<file path="config.mk">
export PLATFORM = sky130hd
export DESIGN_NAME = spi_shift
export DESIGN_NICKNAME = d
export VERILOG_FILES = /design/src/rtl/spi_pkg.sv /design/src/rtl/sclk_edge_detect.sv /design/src/rtl/spi_shift.sv
export SDC_FILE = /design/constraint.sdc
export NUM_CORES = 1
export LEC_CHECK = 0
export ABC_AREA = 1
export CAP_MARGIN = 10
export CORE_ASPECT_RATIO = 0.9
export CORE_MARGIN = 3
export CORE_UTILIZATION = 50
export DETAILED_ROUTE_END_ITERATION = 6
export GPL_TIMING_DRIVEN = 1
export HOLD_SLACK_MARGIN = 0.02
export MAX_ROUTING_LAYER = met4
export PLACE_DENSITY = 0.78
export SLEW_MARGIN = 20
export SYNTH_ARGS = -nofsm -noshare
export SYNTH_HDL_FRONTEND = slang
export SYNTH_HIERARCHICAL = 1
export SYNTH_SLANG_ARGS = --single-unit
</file>
<file path="constraint.sdc">
create_clock -name clk_i -period 3.75 [get_ports clk_i]
set_clock_uncertainty 0.1 [all_clocks]
set_input_delay 0.75 -clock clk_i [delete_from_list [all_inputs] [get_ports clk_i]]
set_output_delay 0.75 -clock clk_i [all_outputs]
set_load 0.03 [all_outputs]
</file>
<file path="src/rtl/spi_pkg.sv">
// spi_pkg: shared constants for the SPI shift engine (state encoding, defaults).
// Latency: n/a (package only).
// Backpressure: n/a.
package spi_pkg;

   // Default bits per transfer.
   localparam int DEFAULT_DATA_WIDTH = 8;

   // Smallest clk_i : SCLK ratio the engine is designed for.
   localparam int MIN_DIV_RATIO = 4;

   // One-hot state encoding of the shift engine.
   localparam int ST_W = 5;
   typedef enum logic [ST_W-1:0] {
      ST_IDLE  = 5'b00001,
      ST_SETUP = 5'b00010,
      ST_SHIFT = 5'b00100,
      ST_DRAIN = 5'b01000,
      ST_HOLD  = 5'b10000
   } state_e;

endpackage

</file>
<file path="src/rtl/sclk_edge_detect.sv">
// sclk_edge_detect: flags leading / trailing edges of the divided SCLK level.
// Latency: flags are registered, high for one cycle, one cycle after level_i changes.
// Backpressure: none; free-running on every clk_i cycle.
module sclk_edge_detect
   import spi_pkg::*;
#(
   parameter bit IDLE_HIGH = 1'b1
) (
   input  logic clk_i,
   input  logic rst_i,
   input  logic level_i,
   output logic leading_o,
   output logic trailing_o
);

   logic level_q;
   logic leading_q;
   logic trailing_q;

   // Register the level once and compare against the previous sample.
   always_ff @(posedge clk_i) begin
      if (rst_i) begin
         level_q    <= IDLE_HIGH;
         leading_q  <= 1'b0;
         trailing_q <= 1'b0;
      end else begin
         level_q    <= level_i;
         leading_q  <= (level_q == IDLE_HIGH) && (level_i != IDLE_HIGH);
         trailing_q <= (level_q != IDLE_HIGH) && (level_i == IDLE_HIGH);
      end
   end

   assign leading_o  = leading_q;
   assign trailing_o = trailing_q;

endmodule

</file>
<file path="src/rtl/spi_shift.sv">
// spi_shift: SPI master shift engine driven by an external SCLK divider.
// Latency: one word per transfer, ~DATA_WIDTH SCLK periods plus SETUP/DRAIN/HOLD cycles.
// Backpressure: ready_o only in IDLE; SPI_SHIFT_RX_EN enables the MISO receive path.
module spi_shift
   import spi_pkg::*;
#(
   parameter int DATA_WIDTH = DEFAULT_DATA_WIDTH,
   parameter bit IDLE_HIGH  = 1'b1,
   parameter bit MSB_FIRST  = 1'b1
) (
   input  logic                  clk_i,
   input  logic                  rst_i,
   input  logic                  valid_i,
   output logic                  ready_o,
   input  logic [DATA_WIDTH-1:0] data_i,
   input  logic                  sclk_i,
   output logic                  sclk_en_o,
   output logic                  cs_n_o,
   output logic                  mosi_o,
   input  logic                  miso_i,
   output logic                  rx_valid_o,
   output logic [DATA_WIDTH-1:0] rx_data_o,
   output logic                  busy_o
);

   localparam int CNT_W = $clog2(DATA_WIDTH + 1);
   localparam logic [CNT_W-1:0] CNT_LAST_SHIFT = CNT_W'(DATA_WIDTH - 1);
   localparam logic [CNT_W-1:0] CNT_FULL       = CNT_W'(DATA_WIDTH);

   state_e state_q, state_d;

   logic [CNT_W-1:0]      cnt_q, cnt_d, cnt_inc;
   logic [DATA_WIDTH-1:0] tx_q, tx_d;
   logic                  mosi_q, mosi_d;
   logic                  cs_n_q, cs_n_d;
   logic                  sclk_en_q, sclk_en_d;
   logic                  ready_q, ready_d;
   logic                  hold_q, hold_d;

   logic lead;
   logic trail;
   logic handshake;
   logic shifting;

   sclk_edge_detect #(
      .IDLE_HIGH (IDLE_HIGH)
   ) u_edge (
      .clk_i      (clk_i),
      .rst_i      (rst_i),
      .level_i    (sclk_i),
      .leading_o  (lead),
      .trailing_o (trail)
   );

   assign handshake = valid_i && ready_q;
   assign shifting  = (state_q == ST_SHIFT) || (state_q == ST_DRAIN);
   // Counter saturates at a full word so it can never wrap mid-transfer.
   assign cnt_inc   = (cnt_q == CNT_FULL) ? cnt_q : cnt_q + 1'b1;

   // State register.
   always_ff @(posedge clk_i) begin
      if (rst_i) begin
         state_q <= ST_IDLE;
      end else begin
         state_q <= state_d;
      end
   end

   // Next-state logic: the last SCLK period completes in DRAIN after the divider enable drops.
   always_comb begin
      state_d = state_q;
      case (state_q)
         ST_IDLE:  if (handshake) state_d = ST_SETUP;
         ST_SETUP: state_d = ST_SHIFT;
         ST_SHIFT: if (trail && (cnt_inc == CNT_LAST_SHIFT)) state_d = ST_DRAIN;
         ST_DRAIN: if (trail && (cnt_inc == CNT_FULL)) state_d = ST_HOLD;
         ST_HOLD:  if (hold_q) state_d = ST_IDLE;
         default:  state_d = ST_IDLE;
      endcase
   end

   // Output / datapath next-values; edges outside SHIFT and DRAIN are ignored.
   always_comb begin
      cnt_d     = cnt_q;
      tx_d      = tx_q;
      mosi_d    = mosi_q;
      cs_n_d    = cs_n_q;
      sclk_en_d = sclk_en_q;
      hold_d    = 1'b0;
      case (state_q)
         ST_IDLE: begin
            if (handshake) begin
               tx_d   = data_i;
               mosi_d = MSB_FIRST ? data_i[DATA_WIDTH-1] : data_i[0];
               cs_n_d = 1'b0;
               cnt_d  = '0;
            end
         end
         ST_SETUP: begin
            sclk_en_d = 1'b1;
         end
         ST_SHIFT, ST_DRAIN: begin
            if (trail) begin
               cnt_d = cnt_inc;
            end
            // Bit 0 is already on the line, so the first leading edge (count 0) is skipped.
            if (lead && (cnt_q != '0)) begin
               if (MSB_FIRST) begin
                  tx_d   = {tx_q[DATA_WIDTH-2:0], 1'b0};
                  mosi_d = tx_q[DATA_WIDTH-2];
               end else begin
                  tx_d   = {1'b0, tx_q[DATA_WIDTH-1:1]};
                  mosi_d = tx_q[1];
               end
            end
            if ((state_q == ST_SHIFT) && trail && (cnt_inc == CNT_LAST_SHIFT)) begin
               sclk_en_d = 1'b0;
            end
         end
         ST_HOLD: begin
            hold_d = 1'b1;
            if (hold_q) begin
               cs_n_d = 1'b1;
            end
         end
         default: begin
            cs_n_d    = 1'b1;
            sclk_en_d = 1'b0;
         end
      endcase
      ready_d = (state_d == ST_IDLE);
   end

   // Datapath and output registers.
   always_ff @(posedge clk_i) begin
      if (rst_i) begin
         cnt_q     <= '0;
         tx_q      <= '0;
         mosi_q    <= 1'b0;
         cs_n_q    <= 1'b1;
         sclk_en_q <= 1'b0;
         ready_q   <= 1'b0;
         hold_q    <= 1'b0;
      end else begin
         cnt_q     <= cnt_d;
         tx_q      <= tx_d;
         mosi_q    <= mosi_d;
         cs_n_q    <= cs_n_d;
         sclk_en_q <= sclk_en_d;
         ready_q   <= ready_d;
         hold_q    <= hold_d;
      end
   end

   assign ready_o   = ready_q;
   assign mosi_o    = mosi_q;
   assign cs_n_o    = cs_n_q;
   assign sclk_en_o = sclk_en_q;
   assign busy_o    = (state_q != ST_IDLE);

`ifdef SPI_SHIFT_RX_EN
   logic [DATA_WIDTH-1:0] rx_sh_q, rx_sh_d;
   logic [DATA_WIDTH-1:0] rx_data_q, rx_data_d;
   logic                  rx_valid_q, rx_valid_d;

   // Receive shift: sample MISO on each trailing edge, publish the word on the last one.
   always_comb begin
      rx_sh_d    = rx_sh_q;
      rx_data_d  = rx_data_q;
      rx_valid_d = 1'b0;
      if (shifting && trail) begin
         rx_sh_d = MSB_FIRST ? {rx_sh_q[DATA_WIDTH-2:0], miso_i}
                             : {miso_i, rx_sh_q[DATA_WIDTH-1:1]};
         if ((state_q == ST_DRAIN) && (cnt_inc == CNT_FULL)) begin
            rx_data_d  = rx_sh_d;
            rx_valid_d = 1'b1;
         end
      end
   end

   // Receive registers; reset drops any partial word without a strobe.
   always_ff @(posedge clk_i) begin
      if (rst_i) begin
         rx_sh_q    <= '0;
         rx_data_q  <= '0;
         rx_valid_q <= 1'b0;
      end else begin
         rx_sh_q    <= rx_sh_d;
         rx_data_q  <= rx_data_d;
         rx_valid_q <= rx_valid_d;
      end
   end

   assign rx_data_o  = rx_data_q;
   assign rx_valid_o = rx_valid_q;
`else
   // Transmit-only build: MISO is not looked at and the receive outputs stay quiet.
   logic unused_rx;
   assign unused_rx  = miso_i ^ shifting;
   assign rx_data_o  = '0;
   assign rx_valid_o = 1'b0;
`endif

endmodule

</file>
==> results of run 1 <==
worst min-delay path by stage:
stage,start,endpoint,slack (ns),cells past startpoint
floorplan,u_edge/level_q$_SDFF_PP1_,u_edge/trailing_o$_SDFF_PP0_,0.29,1
global placement,u_edge/level_q$_SDFF_PP1_,u_edge/trailing_o$_SDFF_PP0_,0.30,1
detailed placement,u_edge/level_q$_SDFF_PP1_,u_edge/trailing_o$_SDFF_PP0_,0.30,1
CTS,u_edge/level_q$_SDFF_PP1_,u_edge/trailing_o$_SDFF_PP0_,0.32,1
global route,u_edge/level_q$_SDFF_PP1_,u_edge/trailing_o$_SDFF_PP0_,0.34,1
finish,u_edge/level_q$_SDFF_PP1_,u_edge/trailing_o$_SDFF_PP0_,0.32,1
stage by stage:
| stage | setup slack, ns | std cells | power [mW] |
|---|---|---|---|
| after floorplan | 2.16 | 210 | 0.437 |
| after global placement | 1.55 | 241 | 0.473 |
| after detailed placement | 1.56 | 241 | 0.475 |
| after CTS | 1.30 | 245 | 0.612 |
| after global routing | 1.27 | 245 | 0.643 |
| final | 1.33 | 245 | 0.608 |
sequential cells by signal, indices dropped and copies added, names as in the netlist:
register           count
sclk_en_o              1
cnt_q                  4
u_edge/level_q         1
tx_q                   7
ready_o                1
state_q                5
hold_q                 1
u_edge/leading_o       1
u_edge/trailing_o      1
mosi_o                 1
cs_n_o                 1
per-layer routing:
metal | vias to the layer above | routed length (um) | GRT usage
met5 | - | 0 | -
met4 | 0 | 28 | 0.0464
met3 | 4 | 170 | 0.0534
met2 | 37 | 1010 | 0.207
met1 | 510 | 1140 | 0.191
li1 | 634 | - | -
cell usage in the layout, fill, tap and decap left out, drive strengths merged:
master         netlist  routed
a21boi               1       1
a21oi                7       7
clkbuf               1       4
clkdlybuf4s50        0      16
conb                 1       9
dfxtp               24      24
ha                   3       3
inv                 28      28
nand2               60      60
nand2b               1       1
nand3               16      16
nand4                4       4
nor2                35      35
nor3                 2       2
o21ai                6       6
xor2                 1       1
kinds of logic after synthesis:
family,count (synthesis),share of synthesized area
AO/OA/AOI/OAI,14,0.0529
XOR/XNOR,1,0.00638
adder cells (fa/ha/maj),3,0.0274
buffers and inverters,41,0.157
flip-flops,24,0.350
other,1,0.00273
AND/OR/NAND/NOR,118,0.404
power by group:
| part | internal [mW] | total (mW) | switching (mW) |
|---|---|---|---|
| Combinational | 0.0665 | 0.173 | 0.107 |
| Sequential | 0.280 | 0.296 | 0.0162 |
| Clock | 0.0594 | 0.138 | 0.0789 |
final cells by class:
cell class	instances	area, um^2	share of cell area
Timing Repair Buffer	16	160	0.105
Clock buffer	4	36.3	0.0237
Inverter	28	110	0.0720
Tap cell	28	35.0	0.0229
Multi-Input combinational cell	145	707	0.462
Sequential cell	24	480	0.314
critical path: cells and delay by family (launching register included):
family	cells	cell delay (ns)
buffers and inverters	1	0.62
flip-flops	1	0.35
AND/OR/NAND/NOR	2	0.30
==> results, run 1 <==
- The run finished with clean final reports.
- The number of search-and-repair iterations in the first detailed-routing pass is 4.
- Clock tree synthesis found a total of 24 sinks.
- The element type at the critical path start is a flop.
- The maximum fanout along the worst path is 3.
- The aggregate negative setup slack is 0 ns.
- The library cell with the largest summed area after synthesis is dfxtp_1.
- The final standard cell utilization of the core is 0.604.
- The post-layout minimum cycle time is 2.42 ns.
- The first global-routing pass estimated 3.77 mm of wire.
- Synthesis handed over a netlist of 202 instances.
- Summed over all layers, the routed wires come to 2.35 mm.
- The tightest hold path in the finished design has a slack of 0.320 ns.
- The flop and latch count out of synthesis is 24.
- The count of buffers from port buffering is 16.
- The logic depth of the worst register-to-register path is 10.
- For this run, the slowest stage of the critical path takes 0.62 ns.
- Max-cap violations in this run came to 0.
- The most frequently used flop master after synthesis is dfxtp_1.
- Routability-driven placement finished with a final weighted congestion of 0.809.
- The commonest cells after synthesis are nand2_1 (53), nor2_1 (33), inv_1 (25).
- The summed area of non-filler cells in the final layout is 1530 um^2.
- The final count of negative-setup-slack endpoints is 0.
- Counting along the longest clock path gives a buffer depth of 2.
- The average wire per standard cell is 9.59 um.
- The total CTS buffers is 3.
- The number of rows created at floorplan is 17.
- The initial core utilization is 0.542.
- Of the available clock period, the critical path in the final layout requires 0.646.
- The highest-delay cell along the critical path is clkdlybuf4s50_1.
- The detail-routed via count per cell is 4.84.
- By instance count, the leading cell after synthesis is nand2_1.
- The insertion delay to the later sink of the worst-skew pair is 0.32 ns.
- The number of hold violations in the final report is 0.
- The proportion of register bits with asynchronous set or reset after synthesis is 0.
- The worst reg2reg path startpoint is cnt_q[0]$_SDFFE_PP0P_.
- By area the synthesized netlist is led by dfxtp_1 (35%), nand2_1 (14%), nor2_1 (9.0%).
- The I/O pin count is 27.
- After legalization and detailed placement, the total HPWL measured 1.80 mm.
- The count of final max-slew check failures is 0.
- The terminus of the critical flop-to-flop path is sclk_en_o$_SDFFE_PP0P_.
- The clock-pin slew reported for the worst setup and hold paths after clock tree synthesis is 0.13 ns.
- Once detail routing completed, the nets flagged for antenna violations numbered 0.
- For this run, the number of Yosys warnings is 6.
- The DRC violation count after routing is 0.
- The filler cell count is 241.
- The layout net count is 234.
- The highest achievable clock rate is 0.413 GHz.
- The most critical setup path has its endpoint at busy_o.
- The antenna cell count is 0.
- The synthesized netlist occupies a cell area of 1370 um^2.
- The initial antenna violation count came to 0.
- The total overflow left after global routing is 0.
- After detailed placement, the total cell area comes to 1490 um^2.
- Setup repair after global routing left no endpoint under its margin.
- The number of flops mapped to enable cells by yosys is 0.
- STA puts the critical path data arrival time at 1.57 ns.
- The first routing iteration left 40 violations.
- Compared with the post-synthesis result, the final layout area differs by 11.4%.
- STA classifies the critical path endpoint as an output pin.
- VDD sags by at most 0.000208 V.
- The reg2reg setup slack is 2.06 ns.
- The average cell area after synthesis is 6.79 um^2.
- Walking the worst path, the cells encountered are nor2_2 > nand4_2 > clkdlybuf4s50_1.
- After clock tree synthesis, the flow added hold-fix buffers numbering 0.
- The most critical setup path has its startpoint at state_q[3]$_SDFF_PP0_.
- The part of the Yosys area used for sequential elements is 0.350.
- The CTS tree is yes.
- The maximum number of pins on one net before global-route repair is 16.
- The critical path start-end classification is reg -> out.
- In the global route stage, overall resource usage came out at 0.146.
- Data on the critical path is required at its endpoint by 2.90 ns.
- The via count of the first global-routing pass is 923.
- For this design the static power due to leakage is 0.720 nW.
- The total vias in the final route is 1,185.
- The clock root buffer is clkbuf_4.
- The floorplan step defined a die boundary enclosing 3410 um^2.
- The die extent in y is 55.7 um.
- The number of different library cells in the post-synthesis netlist is 27.
- The share of Yosys cell area claimed by the top area cell type is 0.350.
- The worst hold path belongs to the class reg -> reg.
- Power spread over the standard cell area amounts to 398 nW/um^2.
- The area of the placeable core is 2530 um^2.
- In the final layout, the share of cells above drive strength 1 is 0.0922.
- The post-CTS setup buffer count is 0.
- The count of H-tree levels built during CTS is 1.
- The total of cells resized after clock tree synthesis is 0.
- The die extent in x is 61.2 um.
(Power assumes the default switching activity.)
==> run 2: changes to the inputs <==
- CORE_UTILIZATION: 50 -> 46
- PLACE_DENSITY: 0.78 -> 0.75
- clock period: 3.75 -> 2.2 ns (I/O delays scaled with it)
==> run 2 against run 1 <==
Combinational power up 71%; flip-flop and latch count stayed put; critical endpoint unchanged; utilization down 5.3 points; cell area grew 0.57%; clock power grew 37%; highest routed layer unchanged; cell count up 4.9%.
==> results, run 2 (synthesized netlist as in run 1, its figures left out) <==
- Timing would allow up to 0.479 GHz.
- The via count of the first global-routing pass is 953 (+3.3%).
- The cell depth of the worst hold path is 1 (unchanged).
- The filler cell count came to 297 (+23%).
- The critical path capture point type is an output pin.
- The wire length of the first global-routing pass is 3.86 mm (+2.2%).
- The layout net count was 235 (+0.43%).
- The antenna cell count is 0 (unchanged).
- The estimated wirelength of the detail-placed design is 1.77 mm (-1.5%).
- The post-CTS setup buffer count is 0 (unchanged).
- The final count of negative-setup-slack endpoints is 0 (unchanged).
- The number of hold-repair buffers added at the cts stage is 0 (unchanged).
- Setup repair after global routing left no endpoint under its margin.
- The global routing usage on met2 is 0.213 (+0.00585).
- The maximum number of pins on one net before global-route repair is 16 (unchanged).
- The initial antenna violation count is 0 (unchanged).
- The min-delay analysis places its worst path in the category reg -> reg.
- The number of search-and-repair iterations in the first detailed-routing pass is 4 (unchanged).
- The count of H-tree levels built during CTS is 1 (unchanged).
- The number of max-cap violations came to 0 (unchanged).
- The detailed router's first-iteration violation count came to 24 (-40%).
- The aggregate negative setup slack is 0 ns (unchanged).
- The required time of the worst setup path is 1.66 ns (-1.24 ns).
- The average wire per standard cell is 8.70 um (-9.3%).
- The count of final max-slew check failures is 0 (unchanged).
- The element type at the critical path start is a flop.
- The I/O pin count is 27 (unchanged).
- The count of buffers from port buffering is 16 (unchanged).
- The number of rows created at floorplan is 18 (+1).
- Dividing the final minimum period by the clock period gives 0.950.
- The area added between synthesis and finish is 12.0%.
- TritonCTS built the clock tree.
- The fraction of met1 tracks used by global routing was 0.171 (-0.0203).
- The initial core utilization is 0.491 (-0.0508).
- The flip-flop count of the largest register, all copies and words added is 7 (unchanged).
- The DRC violation count after routing is 0 (unchanged).
- Leaving out fill and tap cells, the most frequent cell in the layout is nand2_1.
- The number of routed nets with antenna violations is 0 (unchanged).
- The total of cells resized after clock tree synthesis is 0 (unchanged).
- The met3 routing resource usage after global routing was 0.0407 (-0.0127).
- The maximum fanout along the worst path is 3 (unchanged).
- The largest registers in the layout are tx_q x7, state_q x5, cnt_q x4.
- The CTS sink count was 24 (unchanged).
- The clock-pin slew reported for the worst setup and hold paths after clock tree synthesis is 0.13 ns (about the same).
- The power density over the cells was 643 nW/um^2 (+62%).
- The arrival time of data at the critical path endpoint is 1.55 ns (-0.02 ns).
- The area of the die came to 3680 um^2 (+7.8%).
- The total CTS buffers is 3 (unchanged).
- The final routed wirelength across all metal layers is 2.24 mm (-4.8%).
- The logic depth of the worst register-to-register path is 10 (unchanged).
- The die extent in y is 57.8 um (+3.8%).
- The area of the placeable core came to 2790 um^2 (+10%).
- The global placement routability congestion is 0.838 (+3.5%).
- The share of final-layout standard cells stronger than drive strength 1 is 0.0922 (unchanged).
- The cell sitting at the root of the clock tree is a clkbuf_4.
- The cell leakage power is 0.717 nW (-0.33%).
- The die extent in x is 63.6 um (+3.8%).
- The overall routing resource usage was 0.134 (-0.0117).
- In this run the most used layer during global routing was met2.
- The library cells used most frequently in the layout, excluding fill and tap cells, are nand2_1 (53), nor2_1 (33), inv_1 (25), dfxtp_1 (24), clkdlybuf4s50_1 (16).
- Counting flops per register, the top entry is tx_q.
- The number of buffers between clock root and the deepest sink is 2 (unchanged).
- The run finished with clean final reports.
- The number of hold violations in the final report was 0 (unchanged).
- The global-route congestion overflow total came to 0 (unchanged).
- The critical path start-end classification is reg -> out.
- The worst IR drop on VDD is 0.000450 V (+120%).
- The total vias in the final route is 1,148 (-3.1%).
- The sum of internal, switching and leakage power is 0.989 mW (+63%).
- The post-layout minimum cycle time is 2.09 ns.
- The insertion delay to the later sink of the worst-skew pair came to 0.31 ns (about the same).
- The detail-routed via count per cell is 4.47 (-7.6%).
[run 2: cell count changes in the layout (fill, tap and decap cells not counted)]
cell,previous run,this run
clkbuf_8,1,0
buf_4,0,1
[run 2: critical path, stage by stage, from the launching register on]
cell and delay [ns]:
dfxtp_1 0.41, nor2_2 0.07, nand4_2 0.09, clkdlybuf4s50_1 0.68
[run 2: per-stage QoR]
stage	hold slack (ns)	util	std cells	setup slack [ns]	cell area, um^2
after floorplan	0.290	-	210	0.610	1400
after global placement	0.300	0.543	254	0.474	1520
after detailed placement	0.303	0.543	254	0.461	1520
after CTS	0.322	0.551	257	0.0945	1540
after global routing	0.333	0.551	257	0.00872	1540
final	0.319	0.551	257	0.111	1540
[run 2: metal layers]
layer,up-vias,routed length (um)
met4,0,16
met1,488,1120
met2,23,967
met3,2,129
met5,-,0
li1,635,-
[run 2: power breakdown]
part           leakage [nW]  switching, mW  total, mW  internal [mW]
Sequential            0.197         0.0275      0.504          0.477
Combinational         0.507          0.181      0.295          0.114
Clock                0.0138          0.125      0.189         0.0640
[run 2: cell type report]
type,count,area [um^2],share of cell area
repair buffers,17,168,0.109
well taps,40,50.0,0.0325
multi-input cells,145,707,0.460
inverters,28,110,0.0716
clock buffers,3,22.5,0.0146
flip-flops and latches,24,480,0.312
[run 2: worst paths after layout]
path | startpoint | to | slack (ns)
max | state_q[2]$_SDFF_PP0_ | busy_o | 0.11
min | u_edge/level_q$_SDFF_PP1_ | u_edge/trailing_o$_SDFF_PP0_ | 0.32
max reg2reg | cnt_q[0]$_SDFFE_PP0P_ | sclk_en_o$_SDFFE_PP0P_ | 0.53
min reg2reg | u_edge/level_q$_SDFF_PP1_ | u_edge/trailing_o$_SDFF_PP0_ | 0.32
==> run 3: changes to the inputs <==
- CORE_UTILIZATION: 46 -> 48
- CTS_BUF_LIST: not set -> sky130_fd_sc_hd__clkbuf_4
- PLACE_DENSITY: 0.75 -> 0.78
==> run 3 against run 2 <==
Clock-buffer cell count unchanged; first-iteration DRC count grew 21%; non-clock buffer count is the same; cell area did not move; die area shrank 3.8%; sequential power hardly changed; via count up 2.3%; hold slack got worse by 0.0027 ns; total power grew 0.29%; flip-flop and latch count stayed put; critical endpoint is now ready_o; largest power group unchanged.
==> results, run 3 (synthesized netlist as in run 1, its figures left out) <==
- The flow ran to the end, and the final reports show no timing, DRC or antenna violations.
- The largest stage delay on the critical path is 0.69 ns (about the same).
- The final routed wirelength across all metal layers came to 2.33 mm (+4.0%).
- The signal on the critical path passes through clkdlybuf4s50_1.
- The total vias in the final route came to 1,174 (+2.3%).
- The placement-stage cell area was 1510 um^2 (-0.16%).
- Setup repair after global routing left no endpoint under its margin.
- The worst-case setup margin in the final layout is 0.237 ns (+0.126 ns).
- The clock root buffer is clkbuf_4.
- The number of max-cap violations is 0 (unchanged).
- The average wire per standard cell was 9.12 um (+4.8%).
- The via count of the first global-routing pass is 914 (-4.1%).
- The detail-routed via count per cell came to 4.60 (+3.1%).
- The number of search-and-repair iterations in the first detailed-routing pass is 4 (unchanged).
- The I/O pin count is 27 (unchanged).
- The power density over the cells is 645 nW/um^2 (+0.29%).
- The required time of the worst setup path is 1.66 ns (about the same).
- The insertion delay to the later sink of the worst-skew pair is 0.32 ns (about the same).
- The filler cell count is 270 (-9.1%).
- The count of final max-slew check failures came to 0 (unchanged).
- The clock-pin slew reported for the worst setup and hold paths after clock tree synthesis is 0.13 ns (about the same).
- The critical path capture point type is an output pin.
- The final count of negative-setup-slack endpoints came to 0 (unchanged).
- The initial antenna violation count came to 0 (unchanged).
- The DRC violation count after routing was 0 (unchanged).
- Leaving out fill and tap cells, the most frequent cells in the layout are nand2_1 (53), nor2_1 (33), inv_1 (25), dfxtp_1 (24), clkdlybuf4s50_1 (15).
- The estimated wirelength of the detail-placed design came to 1.76 mm (-0.75%).
- TritonCTS built the clock tree.
- The highest achievable clock rate was 0.509 GHz (+6.4%).
- The post-layout minimum cycle time is 1.96 ns (-0.126 ns).
- The critical path start-end classification is reg -> out.
- The summed area of non-filler cells in the final layout is 1540 um^2 (unchanged).
- Ranked by flip-flop count, first place goes to tx_q.
- The wire length of the first global-routing pass is 3.97 mm (+3.0%).
- The global placement routability congestion is 0.845 (+0.87%).
- The number of buffers between clock root and the deepest sink is 2 (unchanged).
- The overall routing resource usage was 0.142 (+0.00760).
- The number of routed nets with antenna violations came to 0 (unchanged).
- The kind of cell with the highest combined delay on the critical path is buffers and inverters.
- The arrival time of data at the critical path endpoint is 1.42 ns (-0.13 ns).
- The die extent in y is 56.7 um (-1.9%).
- The maximum number of pins on one net before global-route repair is 16 (unchanged).
- The initial core utilization came to 0.529 (+0.0374).
- The post-CTS setup buffer count was 0 (unchanged).
- The flip-flop count of the largest register, all copies and words added is 7 (unchanged).
- The die extent in x came to 62.4 um (-1.9%).
- The commonest non-fill, non-tap cell in the layout is nand2_1.
- The area of the placeable core came to 2590 um^2 (-7.1%).
- The count of H-tree levels built during CTS came to 1 (unchanged).
- The number of hold-repair buffers added at the cts stage is 0 (unchanged).
- The buffering stage count on the worst path with inverters included is 1 (unchanged).
- The tightest min-delay check is of the reg -> reg type.
- The highest-delay cell along the critical path is clkdlybuf4s50_1.
- The cell leakage power was 0.732 nW (+2.1%).
- The aggregate negative setup slack is 0 ns (unchanged).
- The number of hold violations in the final report is 0 (unchanged).
- The largest registers in the layout are tx_q x7, state_q x5, cnt_q x4.
- The detailed router's first-iteration violation count came to 29 (+21%).
- The layout net count is 235 (unchanged).
- The antenna cell count is 0 (unchanged).
- The area added between synthesis and finish is 12.0% (unchanged).
- The global-route congestion overflow total was 0 (unchanged).
- The number of rows created at floorplan is 17 (-1).
- The maximum fanout along the worst path is 3 (unchanged).
- The area of the die is 3540 um^2 (-3.8%).
- The share of final-layout standard cells stronger than drive strength 1 is 0.0922 (unchanged).
- The total CTS buffers is 3 (unchanged).
- The worst setup path is launched from a flop.
- The placement-stage worst setup slack is 0.445 ns (-0.0166 ns).
- The period utilization came to 0.892 (-0.0571).
- The worst IR drop on VDD is 0.000385 V (-14%).
- The sum of internal, switching and leakage power came to 0.992 mW (+0.29%).
- The count of buffers from port buffering is 16 (unchanged).
- The CTS sink count is 24 (unchanged).
run 3: what timing repair did:
item                                    CTS  global route
endpoints found under the setup margin    0             1
endpoints found under the hold margin     0             0
resized for setup                         0             1
run 3: metrics by stage:
stage	util	std cells	hold slack, ns
after global routing	0.593	255	0.357
after floorplan	-	210	0.290
after global placement	0.583	252	0.298
after detailed placement	0.583	252	0.299
final	0.593	255	0.317
after CTS	0.592	255	0.319
run 3: final timing paths:
path | depth (start not counted) | start | endpoint | slack (ns)
worst max-delay path | 1 | ready_o$_SDFF_PP0_ | ready_o | 0.24
worst min-delay path | 1 | u_edge/level_q$_SDFF_PP1_ | u_edge/trailing_o$_SDFF_PP0_ | 0.32
worst max register to register | 10 | cnt_q[0]$_SDFFE_PP0P_ | sclk_en_o$_SDFFE_PP0P_ | 0.56
worst min register to register | 1 | u_edge/level_q$_SDFF_PP1_ | u_edge/trailing_o$_SDFF_PP0_ | 0.32
run 3: report_power, final:
group	leakage (nW)	total [mW]	internal (mW)	switching, mW
Clock	0.0138	0.193	0.0642	0.129
Sequential	0.197	0.505	0.477	0.0280
Combinational	0.522	0.294	0.114	0.180
run 3: final cells by class:
| type | instances | area (um^2) | share of cell area |
|---|---|---|---|
| multi-input cells | 145 | 707 | 0.460 |
| flip-flops and latches | 24 | 480 | 0.312 |
| repair buffers | 17 | 170 | 0.111 |
| inverters | 28 | 110 | 0.0716 |
| well taps | 38 | 47.5 | 0.0309 |
| clock buffers | 3 | 22.5 | 0.0146 |
run 3: layer usage:
layer	vias to the layer above	GRT usage	wire [um]
met2	23	0.209	1030
met5	-	-	0
met4	0	0.0377	25
met3	5	0.0420	123
met1	508	0.190	1140
li1	638	-	-
